File: src/rtl/uci_bestmove_serializer_pkg.sv
// Shared types and ASCII constants for the UCI bestmove serializer.
// Holds the move record, promotion codes, FSM states and the promotion-letter lookup.
package uci_bestmove_serializer_pkg;

    typedef struct packed {
        logic [5:0] from_sq;
        logic [5:0] to_sq;
        logic [2:0] promo;
    } move_t;

    localparam logic [2:0] PROMO_NONE = 3'd0;
    localparam logic [2:0] PROMO_N    = 3'd1;
    localparam logic [2:0] PROMO_B    = 3'd2;
    localparam logic [2:0] PROMO_R    = 3'd3;
    localparam logic [2:0] PROMO_Q    = 3'd4;

    localparam logic [7:0] CH_A_LOWER = 8'h61;
    localparam logic [7:0] CH_ONE     = 8'h31;
    localparam logic [7:0] CH_ZERO    = 8'h30;

    typedef enum logic [2:0] {
        IDLE,
        PREFIX,
        MOVE,
        PROMO,
        EOL
    } state_t;

    // Codes outside 1..4 map to 8'h00, which callers read as "no promotion letter".
    function automatic logic [7:0] promo_char(input logic [2:0] code);
        logic [7:0] ch;
        ch = 8'h00;
        case (code)
            PROMO_N: ch = 8'h6E;
            PROMO_B: ch = 8'h62;
            PROMO_R: ch = 8'h72;
            PROMO_Q: ch = 8'h71;
            default: ch = 8'h00;
        endcase
        return ch;
    endfunction

endpackage

File: src/rtl/uci_bestmove_serializer_square_to_ascii.sv
// Square index (rank*8 + file, a1 = 0) to its two-character algebraic name.
module square_to_ascii
    import uci_bestmove_serializer_pkg::*;
(
    input  logic [5:0] sq,
    output logic [7:0] file_char,
    output logic [7:0] rank_char
);

    assign file_char = CH_A_LOWER + {5'd0, sq[2:0]};
    assign rank_char = CH_ONE + {5'd0, sq[5:3]};

endmodule

File: src/rtl/uci_bestmove_serializer.sv
// Serializes one move into "bestmove <move>" plus a terminator, one byte per handshake.
// Bytes are precomputed for the next (state, index) so char_out is a plain register.
module uci_bestmove_serializer
    import uci_bestmove_serializer_pkg::*;
#(
    parameter logic [7:0] TERMINATOR  = 8'h0A,
    parameter bit         EMIT_PREFIX = 1'b1
) (
    input  logic       clk_in,
    input  logic       rst_in,
    input  move_t      move_in,
    input  logic       move_in_valid,
    output logic       move_in_ready,
    output logic [7:0] char_out,
    output logic       char_out_valid,
    input  logic       char_out_ready,
    output logic       busy_out
);

    state_t     state, next_state;
    logic [3:0] idx, next_idx;
    move_t      mv_q, mv_next;
    logic       accept, advance, load;
    logic       is_null, has_promo;
    logic [7:0] next_char, prefix_char, promo_ch;
    logic [7:0] from_file, from_rank, to_file, to_rank;

    assign move_in_ready = (state == IDLE);
    assign busy_out      = (state != IDLE);
    assign accept        = move_in_valid & move_in_ready;
    assign advance       = char_out_valid & char_out_ready;

    // The byte loaded on accept must come from the incoming move, not the stale capture.
    assign mv_next   = accept ? move_in : mv_q;
    assign is_null   = (mv_next.from_sq == mv_next.to_sq);
    assign promo_ch  = promo_char(mv_next.promo);
    assign has_promo = !is_null && (promo_ch != 8'h00);

    square_to_ascii u_from (
        .sq        (mv_next.from_sq),
        .file_char (from_file),
        .rank_char (from_rank)
    );

    square_to_ascii u_to (
        .sq        (mv_next.to_sq),
        .file_char (to_file),
        .rank_char (to_rank)
    );

    always_comb begin
        next_state = state;
        next_idx   = idx;
        load       = 1'b0;
        case (state)
            IDLE: begin
                if (move_in_valid) begin
                    next_state = EMIT_PREFIX ? PREFIX : MOVE;
                    next_idx   = 4'd0;
                    load       = 1'b1;
                end
            end
            PREFIX: begin
                if (advance) begin
                    load = 1'b1;
                    if (idx == 4'd8) begin
                        next_state = MOVE;
                        next_idx   = 4'd0;
                    end else begin
                        next_idx = idx + 4'd1;
                    end
                end
            end
            MOVE: begin
                if (advance) begin
                    load = 1'b1;
                    if (idx == 4'd3) begin
                        next_state = has_promo ? PROMO : EOL;
                        next_idx   = 4'd0;
                    end else begin
                        next_idx = idx + 4'd1;
                    end
                end
            end
            PROMO: begin
                if (advance) begin
                    load       = 1'b1;
                    next_state = EOL;
                end
            end
            EOL: begin
                if (advance) begin
                    load       = 1'b1;
                    next_state = IDLE;
                    next_idx   = 4'd0;
                end
            end
            default: begin
                next_state = IDLE;
                next_idx   = 4'd0;
            end
        endcase
    end

    always_comb begin
        prefix_char = 8'h00;
        case (next_idx)
            4'd0:    prefix_char = 8'h62;
            4'd1:    prefix_char = 8'h65;
            4'd2:    prefix_char = 8'h73;
            4'd3:    prefix_char = 8'h74;
            4'd4:    prefix_char = 8'h6D;
            4'd5:    prefix_char = 8'h6F;
            4'd6:    prefix_char = 8'h76;
            4'd7:    prefix_char = 8'h65;
            4'd8:    prefix_char = 8'h20;
            default: prefix_char = 8'h00;
        endcase
    end

    always_comb begin
        next_char = 8'h00;
        case (next_state)
            PREFIX: next_char = prefix_char;
            MOVE: begin
                if (is_null) begin
                    next_char = CH_ZERO;
                end else begin
                    case (next_idx[1:0])
                        2'd0:    next_char = from_file;
                        2'd1:    next_char = from_rank;
                        2'd2:    next_char = to_file;
                        default: next_char = to_rank;
                    endcase
                end
            end
            PROMO:   next_char = promo_ch;
            EOL:     next_char = TERMINATOR;
            default: next_char = 8'h00;
        endcase
    end

    always_ff @(posedge clk_in or negedge rst_in) begin
        if (!rst_in) begin
            state          <= IDLE;
            idx            <= 4'd0;
            mv_q           <= '0;
            char_out       <= 8'h00;
            char_out_valid <= 1'b0;
        end else begin
            state <= next_state;
            idx   <= next_idx;
            if (accept) begin
                mv_q <= move_in;
            end
            if (load) begin
                char_out       <= next_char;
                char_out_valid <= (next_state != IDLE);
            end
        end
    end

endmodule

File: config.mk
export PLATFORM = sky130hd
export DESIGN_NAME = uci_bestmove_serializer
export DESIGN_NICKNAME = d
export VERILOG_FILES = /design/src/rtl/uci_bestmove_serializer_pkg.sv /design/src/rtl/uci_bestmove_serializer_square_to_ascii.sv /design/src/rtl/uci_bestmove_serializer.sv
export SDC_FILE = /design/constraint.sdc
export NUM_CORES = 1
export LEC_CHECK = 0
export ABC_AREA = 1
export CAP_MARGIN = 25
export CORE_UTILIZATION = 50
export DETAILED_ROUTE_END_ITERATION = 16
export PLACE_DENSITY = 0.75
export SETUP_SLACK_MARGIN = 0.2
export SLEW_MARGIN = 15
export SYNTH_ARGS = -nofsm -noshare
export SYNTH_HDL_FRONTEND = slang
export SYNTH_SLANG_ARGS = --single-unit
File: constraint.sdc
create_clock -name clk_in -period 2.97 [get_ports clk_in]
set_input_delay 0.297 -clock clk_in [delete_from_list [all_inputs] [get_ports clk_in]]
set_output_delay 0.297 -clock clk_in [all_outputs]
set_load 0.05 [all_outputs]
==> results of run 1 <==
[flip-flops by register name, indices dropped and copies added, names as in the netlist]
| signal | flops |
|---|---|
| char_out | 7 |
| char_out_valid | 1 |
| idx | 4 |
| mv_q | 15 |
| state | 3 |
[layout by cell type, fill, tap and decap left out, types with 8 or more instances in the layout]
| cell | instances |
|---|---|
| clkdlybuf4s50_1 | 28 |
| o21ai_1 | 8 |
| buf_4 | 19 |
| nand4_1 | 24 |
| nand2_1 | 134 |
| dfrtp_1 | 29 |
| nor2_1 | 19 |
| inv_1 | 48 |
| inv_2 | 9 |
[final timing paths]
check,start,endpoint,slack (ns),cells past startpoint
max in group asynchronous,rst_in,idx[1],2.25,2
hold / removal,rst_in,mv_q[8],0.41,2
setup / recovery,idx[0],char_out[2],0.25,21
setup reg to reg,idx[0],char_out[2],0.25,21
hold reg to reg,char_out[3],char_out[3],0.48,2
min in group clk_in,char_out[3],char_out[3],0.48,2
[final cells by class]
class / instances / area, sq um / share of cell area (%)
clock buffers: 7 / 86.33 / 2.800
clock inverters: 1 / 5.005 / 0.1623
inverters: 58 / 220.2 / 7.143
multi-input cells: 257 / 1509 / 48.94
flip-flops and latches: 30 / 752.0 / 24.39
well taps: 52 / 65.06 / 2.110
repair buffers: 49 / 445.4 / 14.45
[report_power, final]
group	internal (uW)	switching [uW]
combinational	23.8	25.1
clock	187	160
sequential	409	0
[layer usage]
metal  GRT usage, %  vias up
met5              0        -
met4          6.000        0
met3          4.185       14
met2          40.95       74
met1          32.39     1127
li1               -     1210
[synth_stat cells (all sizes together) (6+ instances only)]
library cell,count
a21oi,8
buf,8
dfrtp,30
ha,8
inv,58
nand2,137
nand3,17
nand4,24
nor2,25
nor3,6
o21ai,21
[metrics by stage]
step	setup slack (ns)	utilization [%]	power, uW
floorplan	0.2138	-	426.8
global placement	0.1128	61.25	463.8
detailed placement	-0.003517	61.25	464.8
CTS	0.2066	63.89	810.4
global route	0.08330	69.84	826.6
finish	0.2516	69.84	804.4
[worst register-to-register path, delay by kind of cell (launching register included)]
| kind | cells | cell delay, ns |
|---|---|---|
| xor+xnor | 1 | 0.15 |
| compound gates | 4 | 0.41 |
| buf+inv | 4 | 0.39 |
| flops | 1 | 0.45 |
| simple gates | 9 | 0.77 |
| fa+ha+maj | 3 | 0.50 |
[repair_timing]
item | 4_1_cts | 5_1_grt
cloned | 0 | 1
gates resized for setup | 12 | 43
buffers inserted | 1 | 10
pin swaps | 3 | 21
endpoints found under the setup margin | 3 | 8
hold buffers | 0 | 0
[logic make-up after synthesis]
group                      count (synthesis)  synth area share [%]
xor gates and xnor gates                   1                0.3742
DFF                                       30                 32.07
AOI/OAI and AO/OA                         36                 9.888
and+or+nand+nor                          210                 40.99
adders and majority gates                  8                 4.276
buffers and inverters                     68                 12.24
other                                      1                0.1602
==> impl_metrics.yaml, run 1 <==
worst_setup_path:
  cp_slowest_cell: "dfrtp_1"
  arrival_ns: 2.94
  crit_top_cell: "nand2_1"
  crit_family: "simple AND/OR/NAND/NOR gates"
  path_cells: "inv_2 -> ha_4 -> nand2_2 -> nor2_4 -> nor2_2 -> a21oi_2 -> o21ai_1 -> nand2_1 -> inv_2 -> ha_4 -> inv_4 -> o21ai_2 -> o22ai_2 -> inv_1 -> ha_4 -> xor2_1 -> nor2_1 -> nand2_1 -> nand3_2 -> nand2_1 -> nand2_1"
  crit_required_ns: 3.20
  path_buf_inv: 4
  start_kind: "register"
  cp-end-kind: "register"
  worst_path_largest_cell_delay_ns: 0.45
  worst-path-max-fanout: 5
  crit_type: "register to register"
global_route:
  grt.total_usage_pct: 24.36
  grt_max_degree: 33
  antenna_found_initial: 0
  grt_first_pass_wirelength_microns: 9584
  grt_pass1_vias: 2106
  overflow: 0
detailed_routing:
  drc: 0
  viasPerCell: 5.341
  maxUsedRoutingLayer: "met4"
  vias: 2425
  drtIter0Drc: 200
  met2WireLength_microns: 3203
  drt-met1-wl_microns: 2668
  drt-pass1-iter-count: 4
  met3WireLength_microns: 327
  routedWlPerCell_microns: 13.92
  routed_wl_microns: 6318
  antenna_left: 0
logic_synthesis:
  synthFlopType: "dfrtp_1"
  syn_area_per_cell_sq_um: 6.613
  synth_top_area_share_pct: 32.07
  synth_top_area_cell: "dfrtp_1"
  syn_area_sq_um: 2341
  yosysSeqAreaShare_pct: 32.07
  syn-num-nets: 381
  yosysWarnings: 0
  ys_types: 31
  async_reset_ff_share_pct: 100.0
  netlist_instances: 354
  synth-edff-count: 0
  synth_seq_cells: 30
  ys_top_cells_by_area: "dfrtp_1, nand2_1, inv_1"
place:
  gp_congestion: 0.8934
  dp.cells: 434
  dp_hpwl_microns: 4195
  portBuffers: 28
  postPlaceCellArea_sq_um: 2704
sta:
  setup_viol: 0
  fin_crit_sh_pct: 91.53
  hold_viol_final: 0
  slew-limit-headroom_pct: 66.52
  worst_pin_slew_ns: 0.5007
  hold_slack_ns: 0.4076
  final_max_slew_viol_count: 0
  tns_ns: 0
  clock_skew_ns: 0.004023
  rsz0062_at_grt: "yes"
  min_period_ns: 2.718
  fmax_ghz: 0.3679
clocking:
  clockBufferDepth: 2
  cts_max_level: 2
  cts.clk_slew.worst_paths_ns: 0.07
  cts_buffers: 5
  cts_tree: "built"
  clock-root-buffer: "clkbuf_8"
  clock_sinks: 30
  clkLatencyLatePin_ns: 0.29
finish:
  drive_gt1_share_pct: 20.65
  nNetsFinal: 428
  design_area_sq_um: 3083
  nFillCells: 372
  instances_no_fill: 454
  area_delta_synth_final_pct: 31.69
  antenna_cells: 0
flow_run:
  maxCapViolations: 0
die:
  fp.dieH_microns: 70.43
  die_w_microns: 70.43
  core_sq_um: 4414
  io_pins: 30
  rows: 24
  start_util_pct: 53.03
  die_area_sq_um: 4960
min_path:
  min-delay-path-class: "input pin to asynchronous set/reset pin"
power:
  cellLeakagePower_uw: 0.001589
  pwr_density_cell_nw_per_um2: 260.9
  peakVddDrop_mv: 0.1656
outcome:
  status: "finished clean"
No activity file was read; power rests on OpenSTA's default activity.
==> inputs of run 2 (changes only) <==
CORE_ASPECT_RATIO = 0.5   (was not set)
CORE_UTILIZATION = 52   (was 50)
CTS_BUF_LIST = sky130_fd_sc_hd__clkbuf_8   (was not set)
PLACE_DENSITY = 0.78   (was 0.75)
==> run 2 against run 1 <==
Compared with the run above: critical path depth fell by 2; cell count rose by 0.88%; utilization grew 4.8 points; routed wire length increased by 2.7%; die area is 3.4% lower; sequential power hardly changed; first-iteration DRC count shrank 22%; cell area is 0.69% lower; worst setup slack got worse by 0.013 ns; fmax decreased by 0.49%; critical path type unchanged; largest cell class unchanged.
==> impl_metrics.yaml, run 2 (synthesized netlist as in run 1, its figures left out) <==
power:
  p_total_uw: 799.2
  cellLeakagePower_uw: 0.001589
  pwr_density_cell_nw_per_um2: 261.0
  peakVddDrop_mv: 0.1667
die:
  start_util_pct: 57.04
  fp.dieH_microns: 49.45
  core_sq_um: 4104
  die_w_microns: 96.89
  die_area_sq_um: 4791
  rows: 16
  io_pins: 30
clocking:
  cts_max_level: 2
  clock_sinks: 30
  clock-root-buffer: "clkbuf_8"
  clockBufferDepth: 2
  cts_buffers: 5
  cts_tree: "built"
  clkLatencyLatePin_ns: 0.28
  cts.clk_slew.worst_paths_ns: 0.07
finish:
  top_regs: "mv_q: 15 flops, char_out: 7 flops, idx: 4 flops"
  nFillCells: 312
  nNetsFinal: 430
  drive_gt1_share_pct: 21.04
  area_delta_synth_final_pct: 30.79
  final_common_cell: "nand2_1"
  antenna_cells: 0
  largest_reg_flops: 15
  top_register: "mv_q"
  mostFrequentLayoutCells: "nand2_1, inv_1, dfrtp_1, clkdlybuf4s50_1, nand4_1"
sta:
  final_max_slew_viol_count: 0
  fin_crit_sh_pct: 91.98
  fmax_ghz: 0.3661
  slew-limit-headroom_pct: 66.52
  tns_ns: 0
  setup_viol: 0
  hold_viol_final: 0
  worst_pin_slew_ns: 0.5006
  min_period_ns: 2.732
  rsz0062_at_grt: "yes"
  clock_skew_ns: 0.007151
detailed_routing:
  drc: 0
  antenna_left: 0
  vias: 2470
  viasPerCell: 5.393
  routedWlPerCell_microns: 14.17
  drtIter0Drc: 156
  drt-pass1-iter-count: 4
  routed_wl_microns: 6488
place:
  dp_hpwl_microns: 4420
  gp_congestion: 0.9038
  portBuffers: 28
global_route:
  grt_max_degree: 33
  grt_first_pass_wirelength_microns: 10080
  grt_pass1_vias: 2220
  grt.total_usage_pct: 26.66
  antenna_found_initial: 0
  overflow: 0
worst_setup_path:
  crit_required_ns: 3.14
  start_kind: "register"
  worst-path-max-fanout: 4
  arrival_ns: 2.91
  cp_slowest_cell: "dfrtp_1"
  worst_path_largest_cell_delay_ns: 0.43
  crit_type: "register to register"
  cp-end-kind: "register"
  path_cells: "ha_2 -> nand3_2 -> o21ai_2 -> inv_1 -> o21bai_1 -> o21ai_2 -> buf_4 -> ha_4 -> inv_4 -> o21ai_2 -> o22ai_2 -> inv_2 -> ha_4 -> nand2_2 -> nor2_1 -> nor2_1 -> nand2_1 -> nand2_1 -> nand2_1"
outcome:
  status: "finished clean"
min_path:
  min-delay-path-class: "input pin to asynchronous set/reset pin"
flow_run:
  maxCapViolations: 0
## run 2: path summary, 6_finish.rpt
check | startpoint | to | slack [ns] | cells after the start
worst max register to register | idx[0] | char_out[1] | 0.24 | 19
min in group clk_in | char_out[0] | char_out[0] | 0.49 | 2
worst max-delay path | idx[0] | char_out[1] | 0.24 | 19
worst min register to register | char_out[0] | char_out[0] | 0.49 | 2
max in group asynchronous | rst_in | state[0] | 2.23 | 2
worst min-delay path | rst_in | mv_q[8] | 0.42 | 2
## run 2: report_power, final
part / total, uW / switching, uW / internal, uW
logic: 49.6 / 25.8 / 23.8
clock network: 341 / 158 / 183
registers: 409 / 0 / 409
total: 799 / 184 / 616
## run 2: layout make-up
| class | count | area [sq um] | area share [%] |
|---|---|---|---|
| clock buffer | 6 | 82.58 | 2.697 |
| clock inverter | 2 | 8.758 | 0.2861 |
| inverter | 58 | 222.7 | 7.274 |
| multi-input combinational | 258 | 1471 | 48.06 |
| sequential | 30 | 752.0 | 24.56 |
| tap | 54 | 67.56 | 2.207 |
| timing repair buffer | 50 | 456.7 | 14.92 |
## run 2: timing repair
action                                  in CTS  in global routing
setup buffers                                6                  6
gates resized for setup                     10                 43
hold buffers                                 0                  0
endpoints found under the setup margin       3                  8
cloned                                       0                  2
pin swaps                                    5                 23
## run 2: metrics by stage
step,setup slack (ns),util (%),hold WS [ns],cells,cell area (sq um)
final,0.2382,74.60,0.4156,458,3062
after floorplan,0.2138,-,0.001409,354,2352
after CTS,0.2010,69.66,0.4303,450,2859
after global routing,0.09415,74.60,0.4693,458,3062
after global placement,0.09003,65.95,0.4655,436,2706
after detailed placement,-0.05348,65.95,0.4650,436,2706
## run 2: metal layers
metal	track usage, %	routed length, microns
met1	36.18	2909
met2	43.66	2984
met3	5.587	518
met4	6.965	75
met5	0	0
## run 2: critical path: cells and delay by family (launching register included)
family                   cells  cell delay, ns
flip-flops                   1            0.43
AO/OA/AOI/OAI                5            0.67
buffers and inverters        4            0.36
adder cells (fa/ha/maj)      3            0.65
AND/OR/NAND/NOR              7            0.50
